File: src/rtl/seq_detector.sv
// Serial bit-pattern detector with a runtime-loadable pattern and length, Mealy or Moore
// output, overlapping or non-overlapping matching, and a saturating match counter.
module seq_detector #(
  parameter int unsigned      PAT_W   = 4,
  parameter int unsigned      CNT_W   = 8,
  parameter logic [PAT_W-1:0] RST_PAT = PAT_W'('b11),
  parameter int unsigned      RST_LEN = 2,
  parameter int unsigned      LEN_W   = $clog2(PAT_W + 1)
) (
  input  logic             clk,
  input  logic             rst,
  input  logic             en,
  input  logic             w,
  input  logic             mealy,
  input  logic             overlap,
  input  logic             pat_ld,
  input  logic [PAT_W-1:0] pat_in,
  input  logic [LEN_W-1:0] len_in,
  input  logic             cnt_clr,
  output logic             z,
  output logic             armed,
  output logic [CNT_W-1:0] match_cnt
);

  localparam logic [LEN_W-1:0] PAT_W_L   = LEN_W'(PAT_W);
  localparam logic [LEN_W-1:0] RST_LEN_C = (RST_LEN == 0)     ? LEN_W'(1) :
                                           (RST_LEN > PAT_W)  ? PAT_W_L   :
                                                                LEN_W'(RST_LEN);
  localparam logic [CNT_W-1:0] CNT_MAX   = '1;

  // A length of zero is meaningless and anything above PAT_W cannot be compared.
  function automatic logic [LEN_W-1:0] clamp_len(input logic [LEN_W-1:0] l);
    if (l == '0)          return LEN_W'(1);
    else if (l > PAT_W_L) return PAT_W_L;
    else                  return l;
  endfunction

  // Only the newest PAT_W-1 history bits are kept: the oldest bit would never be compared.
  logic [PAT_W-2:0] hist_q, hist_d;
  logic [LEN_W-1:0] fill_q, fill_d;
  logic [PAT_W-1:0] pat_q,  pat_d;
  logic [LEN_W-1:0] len_q,  len_d;
  logic [CNT_W-1:0] cnt_q,  cnt_d;
  logic             zm_q,   zm_d;

  logic [PAT_W-1:0] cand;
  logic [PAT_W-1:0] len_mask;
  logic             armed_c;
  logic             match_c;

  // Candidate window and match term.
  always_comb begin
    cand = {hist_q, w};
    for (int i = 0; i < int'(PAT_W); i++) begin
      len_mask[i] = (LEN_W'(i) < len_q);
    end
    armed_c = (fill_q >= (len_q - LEN_W'(1)));
    match_c = en & ~pat_ld & armed_c & (((cand ^ pat_q) & len_mask) == '0);
  end

  // History, fill level and pattern registers.
  always_comb begin
    hist_d = hist_q;
    fill_d = fill_q;
    pat_d  = pat_q;
    len_d  = len_q;
    if (pat_ld) begin
      pat_d  = pat_in;
      len_d  = clamp_len(len_in);
      hist_d = '0;
      fill_d = '0;
    end else if (en) begin
      hist_d = cand[PAT_W-2:0];
      if (match_c && !overlap) begin
        fill_d = '0;
      end else if (fill_q != PAT_W_L) begin
        fill_d = fill_q + LEN_W'(1);
      end
    end
  end

  // Saturating match counter; any clear beats a same-cycle match.
  always_comb begin
    cnt_d = cnt_q;
    if (pat_ld || cnt_clr) begin
      cnt_d = '0;
    end else if (match_c && (cnt_q != CNT_MAX)) begin
      cnt_d = cnt_q + CNT_W'(1);
    end
  end

  // Moore copy tracks the match term every cycle so mode switches are glitch-free.
  always_comb begin
    zm_d = match_c;
  end

  always_ff @(posedge clk or negedge rst) begin
    if (!rst) begin
      hist_q <= '0;
      fill_q <= '0;
      pat_q  <= RST_PAT;
      len_q  <= RST_LEN_C;
      cnt_q  <= '0;
      zm_q   <= 1'b0;
    end else begin
      hist_q <= hist_d;
      fill_q <= fill_d;
      pat_q  <= pat_d;
      len_q  <= len_d;
      cnt_q  <= cnt_d;
      zm_q   <= zm_d;
    end
  end

  // z is forced low while reset is held, even if the reset length would arm a match.
  assign z         = rst & (mealy ? match_c : zm_q);
  assign armed     = armed_c;
  assign match_cnt = cnt_q;

endmodule

File: config.mk
export PLATFORM = sky130hd
export DESIGN_NAME = seq_detector
export DESIGN_NICKNAME = d
export VERILOG_FILES = /design/src/rtl/seq_detector.sv
export SDC_FILE = /design/constraint.sdc
export NUM_CORES = 1
export LEC_CHECK = 0
export ABC_CLOCK_PERIOD_IN_PS = 2160
export CAP_MARGIN = 40
export CORE_ASPECT_RATIO = 1.4
export CORE_MARGIN = 2
export CORE_UTILIZATION = 47
export CTS_BUF_LIST = sky130_fd_sc_hd__clkbuf_4
export CTS_CLUSTER_SIZE = 12
export DETAILED_ROUTE_END_ITERATION = 10
export GPL_ROUTABILITY_DRIVEN = 1
export PLACE_DENSITY = 0.8
export SLEW_MARGIN = 20
export SYNTH_ARGS = -nofsm -noshare
export SYNTH_HDL_FRONTEND = slang
export SYNTH_SLANG_ARGS = --single-unit
File: constraint.sdc
create_clock -name clk -period 2.16 [get_ports clk]
set_input_delay 0.432 -clock clk [delete_from_list [all_inputs] [get_ports clk]]
set_output_delay 0.432 -clock clk [all_outputs]
set_load 0.1 [all_outputs]
Yosys cells after proc, flatten, opt, wreduce, memory -nomap -nowiden
Index checks and enable logic that the tools add are counted.
{"block": "totals", "reg_bits": 22, "in_bits": 15, "output_inout_bits": 10, "word_cells": 45}
{"block": "op_classes", "n_addsub": 3, "n_lt_le_gt_ge": 6, "eq_ne": 2, "n_mux": 11, "bitwise": 7, "n_reduce_logical": 10}
{"cell": "two-way mux 3 bit", "count": 8}
{"cell": "two-way mux 8 bit", "count": 2}
{"cell": "adder 8 x 1 -> 8 bit, second input constant", "count": 1}
{"cell": "inequality test 8 bit, second input constant", "count": 1}
{"cell": "< comparator 1 x 3 -> 1 bit, first input constant", "count": 2}
{"cell": "< comparator 2 x 3 -> 1 bit, first input constant", "count": 2}
{"cell": "bitwise AND 1 bit", "count": 4}
{"cell": "bitwise AND 4 bit", "count": 1}
{"cell": "logical NOT 4 bit", "count": 1}
{"cell": "nonzero test 2 bit", "count": 2}
{"cell": "XOR 4 bit", "count": 1}
{"cell": "adder 3 x 1 -> 3 bit, second input constant", "count": 1}
{"cell": ">= comparator 3 bit", "count": 1}
{"cell": "> comparator 3 bit, second input constant", "count": 1}
{"cell": "logical NOT 3 bit", "count": 1}
{"cell": "inequality test 3 bit, second input constant", "count": 1}
{"cell": "nonzero test 3 bit", "count": 1}
{"cell": "subtractor 3 x 1 -> 3 bit, second input constant", "count": 1}
{"cell": "logical AND 1 bit", "count": 2}
{"cell": "AND reduction 2 bit", "count": 1}
{"cell": "logical NOT 1 bit", "count": 1}
{"cell": "logical OR 1 bit", "count": 1}
{"cell": "two-way mux 1 bit", "count": 1}
{"cell": "inverter 1 bit", "count": 1}

Longest topological paths before layout
Gate-level depths: netlist of run 1.
{"block": "logic_depth", "ltp_word": 8, "ltp_mapped": 11, "depth_no_buf": 10}

Worst setup path after synthesis of run 1
OpenSTA, ideal clock, no wires.
{"block": "synth_timing", "path_kind": "flip-flop to output port", "startpoint": "register len_q[1]", "endpoint": "output z", "arrival_ns": 4.708, "t_required_ns": 1.728, "setup_slack_ns": -2.980, "stages_incl_launch_ff": 12, "n_path_buf": 1, "cell_sequence": "dfstp_2 -> inv_1 -> ha_1 -> xnor2_1 -> ha_1 -> nand2_1 -> o21ai_1 -> o211ai_2 -> buf_2 -> inv_1 -> mux2i_1 -> nor2b_1"}
{"block": "synth_between", "elab_chain_cells": 6, "word_cells_on_any_way": 12}
{"item": "from (decl)", "line": "42", "source": "logic [LEN_W-1:0] len_q, len_d;"}
{"item": "from (signal assigned)", "line": "109", "source": "len_q <= len_d;"}
{"item": "subtractor 3 x 1 -> 3 bit", "line": "57", "source": "armed_c = (fill_q >= (len_q - LEN_W'(1)));"}
{"item": ">= comparator 3 bit", "line": "57"}
{"item": "net armed", "line": "21", "source": "output logic armed,"}
{"item": "bitwise AND 1 bit (2 in a row)", "line": "58", "source": "match_c = en & ~pat_ld & armed_c & (((cand ^ pat_q) & len_mask) == '0);"}
{"item": "net match_c", "line": "49", "source": "logic match_c;"}
{"item": "two-way mux 1 bit", "line": "116", "source": "assign z = rst & (mealy ? match_c : zm_q);"}
{"item": "bitwise AND 1 bit", "line": "116"}
{"item": "to (decl)", "line": "20", "source": "output logic z,"}
The timed path passes the listed nets, and every way through them passes these cells.

Worst setup path in the final report of run 1
{"block": "layout_timing", "startpoint": "register len_q[1]", "endpoint": "output z"}
{"block": "layout_between", "elab_chain_cells": 6, "word_cells_on_any_way": 12}
{"item": "subtractor 3 x 1 -> 3 bit, or another cell as far along", "line": "57"}
{"item": ">= comparator 3 bit or bitwise AND 4 bit (tied branches)", "line": "57, 58"}
{"item": "bitwise AND 1 bit or logical NOT 4 bit (tied branches)", "line": "58"}
{"item": "bitwise AND 1 bit (*)", "line": "58"}
{"item": "net match_c", "line": "49"}
{"item": "two-way mux 1 bit (*)", "line": "116"}
{"item": "bitwise AND 1 bit (*)", "line": "116"}
The timed path passes the listed nets; every way through them passes the cells marked *.

==> out/metrics.csv, run 1 <==
stage,metric,value,unit
clock_tree,CTS root buf,clkbuf_4,
setup_path,Crit path required time,1730,ps
power,Internal,743.8,µW
timing,fmax,0.3652,GHz
route,Final ANT Viol Nets,0,
power,Tot Pwr,1.018,mW
grt,pin count of the biggest net entering global routing,23,
power,Pwr Density,568.6,mW/mm²
timing,RSZ-0062 raised after global routing,true,
grt,GRT Util Overall,0.1949,
power,Max VDD drop,0.4579,mV
floorplan,Row Count,22,
clock_tree,worst skew pair latency,310,ps
clock_tree,total CTS buffers,3,
grt,GRT overflow,0,
timing,Setup Skew,10.38,ps
setup_path,critical path arrival,2310,ps
yosys,mapped cell area,0.001239,mm²
clock_tree,Sink Count,22,
timing,final setup vio count,13,
yosys,synth cell count leaders,"19 x dfrtp_1, 12 x a21oi_1, 8 x ha_1, 8 x nand2_1, 7 x nor2_1",
yosys,post-synth top area cell,dfrtp_1,
floorplan,Starting Density,0.4839,
finish,nets,185,
outcome,failing checks,setup timing,
yosys,synthesized area per cell,10.07,µm²
setup_path,crit end category,output port,
outcome,outcome,finished with violations,
yosys,number of flops mapped to enable cells by yosys,0,
place,number of instances in the placed design,189,
yosys,"flops & latches, synth",22,
yosys,"Seq/Total Area, Yosys",0.4475,
timing,Least-Margin Pin Slew,350.1,ps
setup_path,Worst setup SP type,register,
timing,Slew Limit Headroom,0.7657,
finish,Diodes inserted,0,
yosys,most common cell in the netlist,dfrtp_1,
power,Leakage,0.7571,nW
yosys,Post-Syn Instances,123,
finish,Area Overhead vs Synth,44.55,%
power,NetSw,274.2,µW
min_path,worst hold path type,in2async,
route,Via density,5.442,
route,WL per Instance,13.94,µm
timing,Final Max Slew Viols,0,
timing,Tmin final,2738,ps
clock_tree,CTS Buffer Depth,2,
timing,final hold vios,0,
finish,Multi-input gate area,759.5,µm²
finish,fin util,0.6994,
setup_path,"Max FO, Critical Path",2,
floorplan,Die ar.,0.003068,mm²
power,Comb power frac,0.249,
grt,vias in the first global route,994,
finish,final non-filler cell total,197,
yosys,post-synth top area share,0.3838,
power,switch share,0.2694,
yosys,number of warnings issued by yosys,0,
grt,first-pass GRT wire length,4347,µm
run,MaxCap Viol Count,0,
yosys,Main synth FF type,dfrtp_1,
yosys,Synth async-reset ratio,1.000,
route,vias post-DR,1072,
yosys,post-synth cell types,35,
clock_tree,CTS tree,built,
place,PortBufs,24,
floorplan,# IOs,25,
floorplan,Core Box Area,0.002560,mm²
setup_path,Crit Path Class,reg2out,
place,GP Congestion,0.8416,
timing,worst setup margin,-578.0,ps
power,power share of the clock group,0.308,
finish,fillcell total,203,
route,Initial DRT Pass Iterations,4,
finish,layout cell share with drive strength beyond 1,0.3913,
finish,Reg area,554.3,µm²
floorplan,chip height,64.74,µm
grt,initial antenna violation count,0,
clock_tree,Clock Pin Slew Worst Setup and Hold Paths,130,ps
power,sequential power share,0.443,
timing,crit share post-route,1.268,
yosys,Synthesized Nets,146,
yosys,dominant cells by area after synthesis,"dfrtp_1 38%, ha_1 8.1%, dfstp_2 6.4%",
route,DRC Markers,0,
route,final WL,2746,µm
place,hpwl dp,2026,µm
floorplan,Die X,47.39,µm
route,initial DRC count,15,
clock_tree,H-Tree Level Count,1,
[through the flow]
| step | hold slack, ps | cell area (µm²) | TNS [ps] | setup slack, ps |
|---|---|---|---|---|
| floorplan | 136.4 | 1294 | -6547 | -1126 |
| global placement | 496.0 | 1627 | -967.3 | -275.7 |
| detailed placement | 522.3 | 1627 | -1810 | -326.3 |
| CTS | 495.3 | 1748 | -2955 | -598.8 |
| global route | 508.4 | 1790 | -4289 | -695.4 |
| finish | 491.0 | 1790 | -2932 | -578.0 |
[cells by family after synthesis]
kind of cell,after synthesis,share of synthesized area
simple gates,39,0.1667
compound gates,28,0.1424
flops,22,0.4475
buf+inv,11,0.04141
mux,10,0.08586
fa+ha+maj,8,0.08081
xor+xnor,5,0.03535
[sequential cells by signal, indices dropped and copies added, names as in the netlist]
name	count
match_cnt	8
pat_q	4
fill_q	3
hist_q	3
len_q	3
zm_q	1
[per-layer routing]
| layer | routed length [µm] | GRT usage | vias up |
|---|---|---|---|
| met2 | 1611 | 0.3463 | 21 |
| met3 | 84 | 0.03064 | 2 |
| li1 | - | - | 519 |
| met1 | 1032 | 0.2206 | 530 |
| met4 | 19 | 0.06944 | 0 |
| met5 | 0 | 0 | - |
[power groups by stage]
stage,registers (mW),logic (mW),clock network [mW]
global route,0.454,0.274,0.339
finish,0.451,0.254,0.313
floorplan,0.458,0.140,0
global placement,0.457,0.233,0
CTS,0.451,0.254,0.323
detailed placement,0.459,0.241,0
[critical path, stage by stage (launching register included)]
cell	delay (ps)
dfstp_2	570
inv_2	50
ha_4	150
xnor2_1	110
ha_1	310
a21oi_2	180
o21ai_4	90
o211ai_4	100
inv_4	50
mux2i_4	150
nor2b_4	60
buf_12	160
[layout by cell type (no fill, tap or decap), types with 2 or more instances in the layout]
cell	count
xor2_1	4
mux2i_1	4
nor4_2	2
o21ai_1	2
or4_4	3
or2_2	2
buf_12	2
nand4_1	2
nand2b_1	3
mux2_2	5
clkdlybuf4s50_1	14
clkbuf_4	3
o31ai_1	3
a21oi_2	6
or3_1	2
dfstp_2	3
nand3_1	4
buf_4	21
o21ai_0	3
nor2_1	6
inv_1	4
dfrtp_1	19
ha_1	7
a21oi_1	6
nand2_1	7
[path summary, 6_finish.rpt]
check | from | endpoint | slack (ps) | cells after the start
setup / recovery | len_q[1] | z | -580 | 11
hold / removal | rst | match_cnt[6] | 490 | 2
setup reg to reg | len_q[1] | match_cnt[7] | -320 | 11
hold reg to reg | match_cnt[6] | match_cnt[6] | 540 | 1
max in group asynchronous | rst | pat_q[0] | 1380 | 2
min in group clk | match_cnt[6] | match_cnt[6] | 540 | 1
[cell type report]
| cell class | instances | area share |
|---|---|---|
| multi-input cells | 90 | 0.4242 |
| flip-flops and latches | 22 | 0.3096 |
| repair buffers | 39 | 0.1978 |
| well taps | 36 | 0.02516 |
| clock inverters | 1 | 0.01677 |
| inverters | 6 | 0.01398 |
| clock buffers | 3 | 0.01258 |
[timing repair]
action,CTS,global route
cloned,1,0
buffers inserted,3,0
pin swaps,5,3
hold buffers,0,0
endpoints found under the setup margin,13,13
resized for setup,9,11
Power figures use the tool's default switching activity.
==> run 2: changes to the inputs <==
--- a/config.mk
+++ b/config.mk
@@ -5,16 +5,16 @@
 export SDC_FILE = /design/constraint.sdc
 export NUM_CORES = 1
 export LEC_CHECK = 0
-export ABC_CLOCK_PERIOD_IN_PS = 2160
+export ABC_CLOCK_PERIOD_IN_PS = 3400
 export CAP_MARGIN = 40
 export CORE_ASPECT_RATIO = 1.4
 export CORE_MARGIN = 2
-export CORE_UTILIZATION = 47
+export CORE_UTILIZATION = 57
 export CTS_BUF_LIST = sky130_fd_sc_hd__clkbuf_4
 export CTS_CLUSTER_SIZE = 12
 export DETAILED_ROUTE_END_ITERATION = 10
 export GPL_ROUTABILITY_DRIVEN = 1
-export PLACE_DENSITY = 0.8
+export PLACE_DENSITY = 0.9
 export SLEW_MARGIN = 20
 export SYNTH_ARGS = -nofsm -noshare
 export SYNTH_HDL_FRONTEND = slang
==> constraint.sdc (replaced) <==
create_clock -name clk -period 3.4 [get_ports clk]
set_input_delay 0.68 -clock clk [delete_from_list [all_inputs] [get_ports clk]]
set_output_delay 0.68 -clock clk [all_outputs]
set_load 0.1 [all_outputs]
==> run 2 against run 1 <==
The run now ends clean. Critical path depth unchanged. Combinational power down 49%. Via count down 4.3%. Clock-buffer cell count unchanged. Hold slack better by 50 ps. Design area down 12%. Sequential power down 36%. Global-route usage up 3.8 points. Critical path type unchanged.
==> out/metrics.csv, run 2 (synthesis results as in run 1) <==
stage,metric,value,unit,change
finish,max reg flops,8,,unchanged
floorplan,chip height,59.16,µm,-8.6%
finish,most frequent cells in the layout,"19 x dfrtp_1, 14 x clkdlybuf4s50_1, 13 x buf_4",,
finish,"commonest non-fill, non-tap cell in the layout",dfrtp_1,,
timing,final setup vio count,0,,-13
setup_path,Worst setup SP type,register,,
finish,Diodes inserted,0,,unchanged
route,DRC Markers,0,,unchanged
clock_tree,total CTS buffers,3,,unchanged
clock_tree,CTS resizes,0,,-9
timing,final hold vios,0,,unchanged
timing,Final Max Slew Viols,0,,unchanged
floorplan,# IOs,25,,unchanged
place,GP Congestion,0.8638,,+2.6%
setup_path,"Max FO, Critical Path",4,,+2
grt,GRT overflow,0,,unchanged
floorplan,Die X,43.40,µm,-8.4%
timing,Slew Limit Headroom,0.7956,,+0.02985
timing,Tmin final,3110,ps,
timing,RSZ-0062 raised after global routing,false,,
setup_path,critical path arrival,2430,ps,+120 ps
min_path,worst hold path type,reg2reg,,
finish,cell area after layout,0.001570,mm²,-12%
clock_tree,CTS tree,built,,
grt,first-pass GRT wire length,4560,µm,+4.9%
clock_tree,CTS root buf,clkbuf_4,,
clock_tree,H-Tree Level Count,1,,unchanged
route,WL per Instance,15.29,µm,+9.7%
route,final WL,2630,µm,-4.2%
finish,final non-filler cell total,172,,-13%
setup_path,Crit Path Class,reg2out,,
floorplan,Row Count,20,,-9.1%
power,Max VDD drop,0.2870,mV,-37%
floorplan,Die ar.,0.002567,mm²,-16%
clock_tree,CTS Buffer Depth,2,,unchanged
setup_path,Crit path required time,2720,ps,+990 ps
run,MaxCap Viol Count,0,,unchanged
outcome,outcome,finished clean,,
floorplan,Starting Density,0.5824,,+0.09848
finish,fillcell total,145,,-29%
clock_tree,Post-CTS Hold Fix Bufs,0,,unchanged
setup_path,crit end category,output port,,
timing,Fin Setup TNS,0,ps,+2932 ps
place,PortBufs,24,,unchanged
clock_tree,worst skew pair latency,310,ps,about the same
clock_tree,Sink Count,22,,unchanged
grt,vias in the first global route,1044,,+5.0%
power,Leakage,0.6816,nW,-10%
floorplan,Core Box Area,0.002127,mm²,-17%
grt,pin count of the biggest net entering global routing,23,,unchanged
route,Initial DRT Pass Iterations,4,,unchanged
timing,Setup Skew,5.531,ps,-4.848 ps
place,number of instances in the placed design,168,,-11%
finish,Area Overhead vs Synth,26.77,%,
route,vias post-DR,1026,,-4.3%
timing,crit share post-route,0.9148,,
place,Placement Cell Area,0.001544,mm²,-5.1%
power,Tot Pwr,543.7,µW,-47%
power,Pwr Density,346.3,mW/mm²,-39%
timing,Least-Margin Pin Slew,303.8,ps,-46.29 ps
clock_tree,Post-CTS Setup Repair Bufs,0,,-3
place,hpwl dp,2043,µm,+0.81%
route,initial DRC count,21,,+6
clock_tree,Clock Pin Slew Worst Setup and Hold Paths,120,ps,about the same
finish,layout cell share with drive strength beyond 1,0.2400,,-0.1513
route,Via density,5.965,,+9.6%
grt,initial antenna violation count,0,,unchanged
timing,fmax,0.3215,GHz,
route,Final ANT Viol Nets,0,,unchanged
grt,GRT Util Overall,0.2332,,+0.03832
finish,nets,174,,-5.9%
[run 2: cell count changes in the layout (fill, tap and decap cells not counted), sizes merged]
cell and delta:
clkinv +1, bufinv -1, buf -11
[run 2: per-stage QoR]
| stage | hold slack (ps) | worst slack, ps | utilization |
|---|---|---|---|
| after floorplan | 384.4 | -148.5 | - |
| after detailed placement | 516.5 | 625.8 | 0.7259 |
| after global placement | 515.7 | 637.0 | 0.7259 |
| after global routing | 572.7 | 171.7 | 0.7382 |
| after CTS | 544.1 | 270.9 | 0.7382 |
| final | 540.8 | 289.8 | 0.7382 |
[run 2: power breakdown]
group,total [mW],switching (mW),internal [mW]
Clock,0.125,0.0818,0.0429
Sequential,0.289,0.0125,0.276
Combinational,0.130,0.0732,0.0573
[run 2: layout make-up]
type	instances	area, µm²	share of cell area
clock buffer	3	22.52	0.01434
clock inverter	1	3.754	0.002390
inverter	6	25.02	0.01594
multi-input combinational	90	679.4	0.4327
sequential	22	554.3	0.3530
tap	22	27.53	0.01753
timing repair buffer	28	257.7	0.1641
[run 2: path summary, 6_finish.rpt]
path | from | to | slack [ps] | depth (start not counted)
setup / recovery | len_q[1] | z | 290 | 11
hold / removal | pat_q[2] | pat_q[2] | 540 | 1
setup reg to reg | len_q[1] | match_cnt[5] | 900 | 10
hold reg to reg | pat_q[2] | pat_q[2] | 540 | 1
max in group asynchronous | rst | len_q[1] | 2380 | 2
min in group asynchronous | rst | match_cnt[0] | 740 | 2
[run 2: per-layer routing]
metal	routed length [µm]	part of all wire	up-vias	global-route usage
met5	0	0	-	0
met1	1057	0.40	502	0.2693
met2	1482	0.56	24	0.4328
li1	-	-	498	-
met3	66	0.025	2	0.02744
met4	25	0.0095	0	0.08658
[run 2: worst max-delay path, stage by stage, from the launching register on]
cell	delay [ps]
dfstp_2	570
inv_2	60
ha_4	150
xnor2_1	110
ha_1	320
a21oi_1	250
o21ai_4	90
o211ai_2	110
inv_4	70
mux2i_4	160
nor2b_4	60
buf_12	160
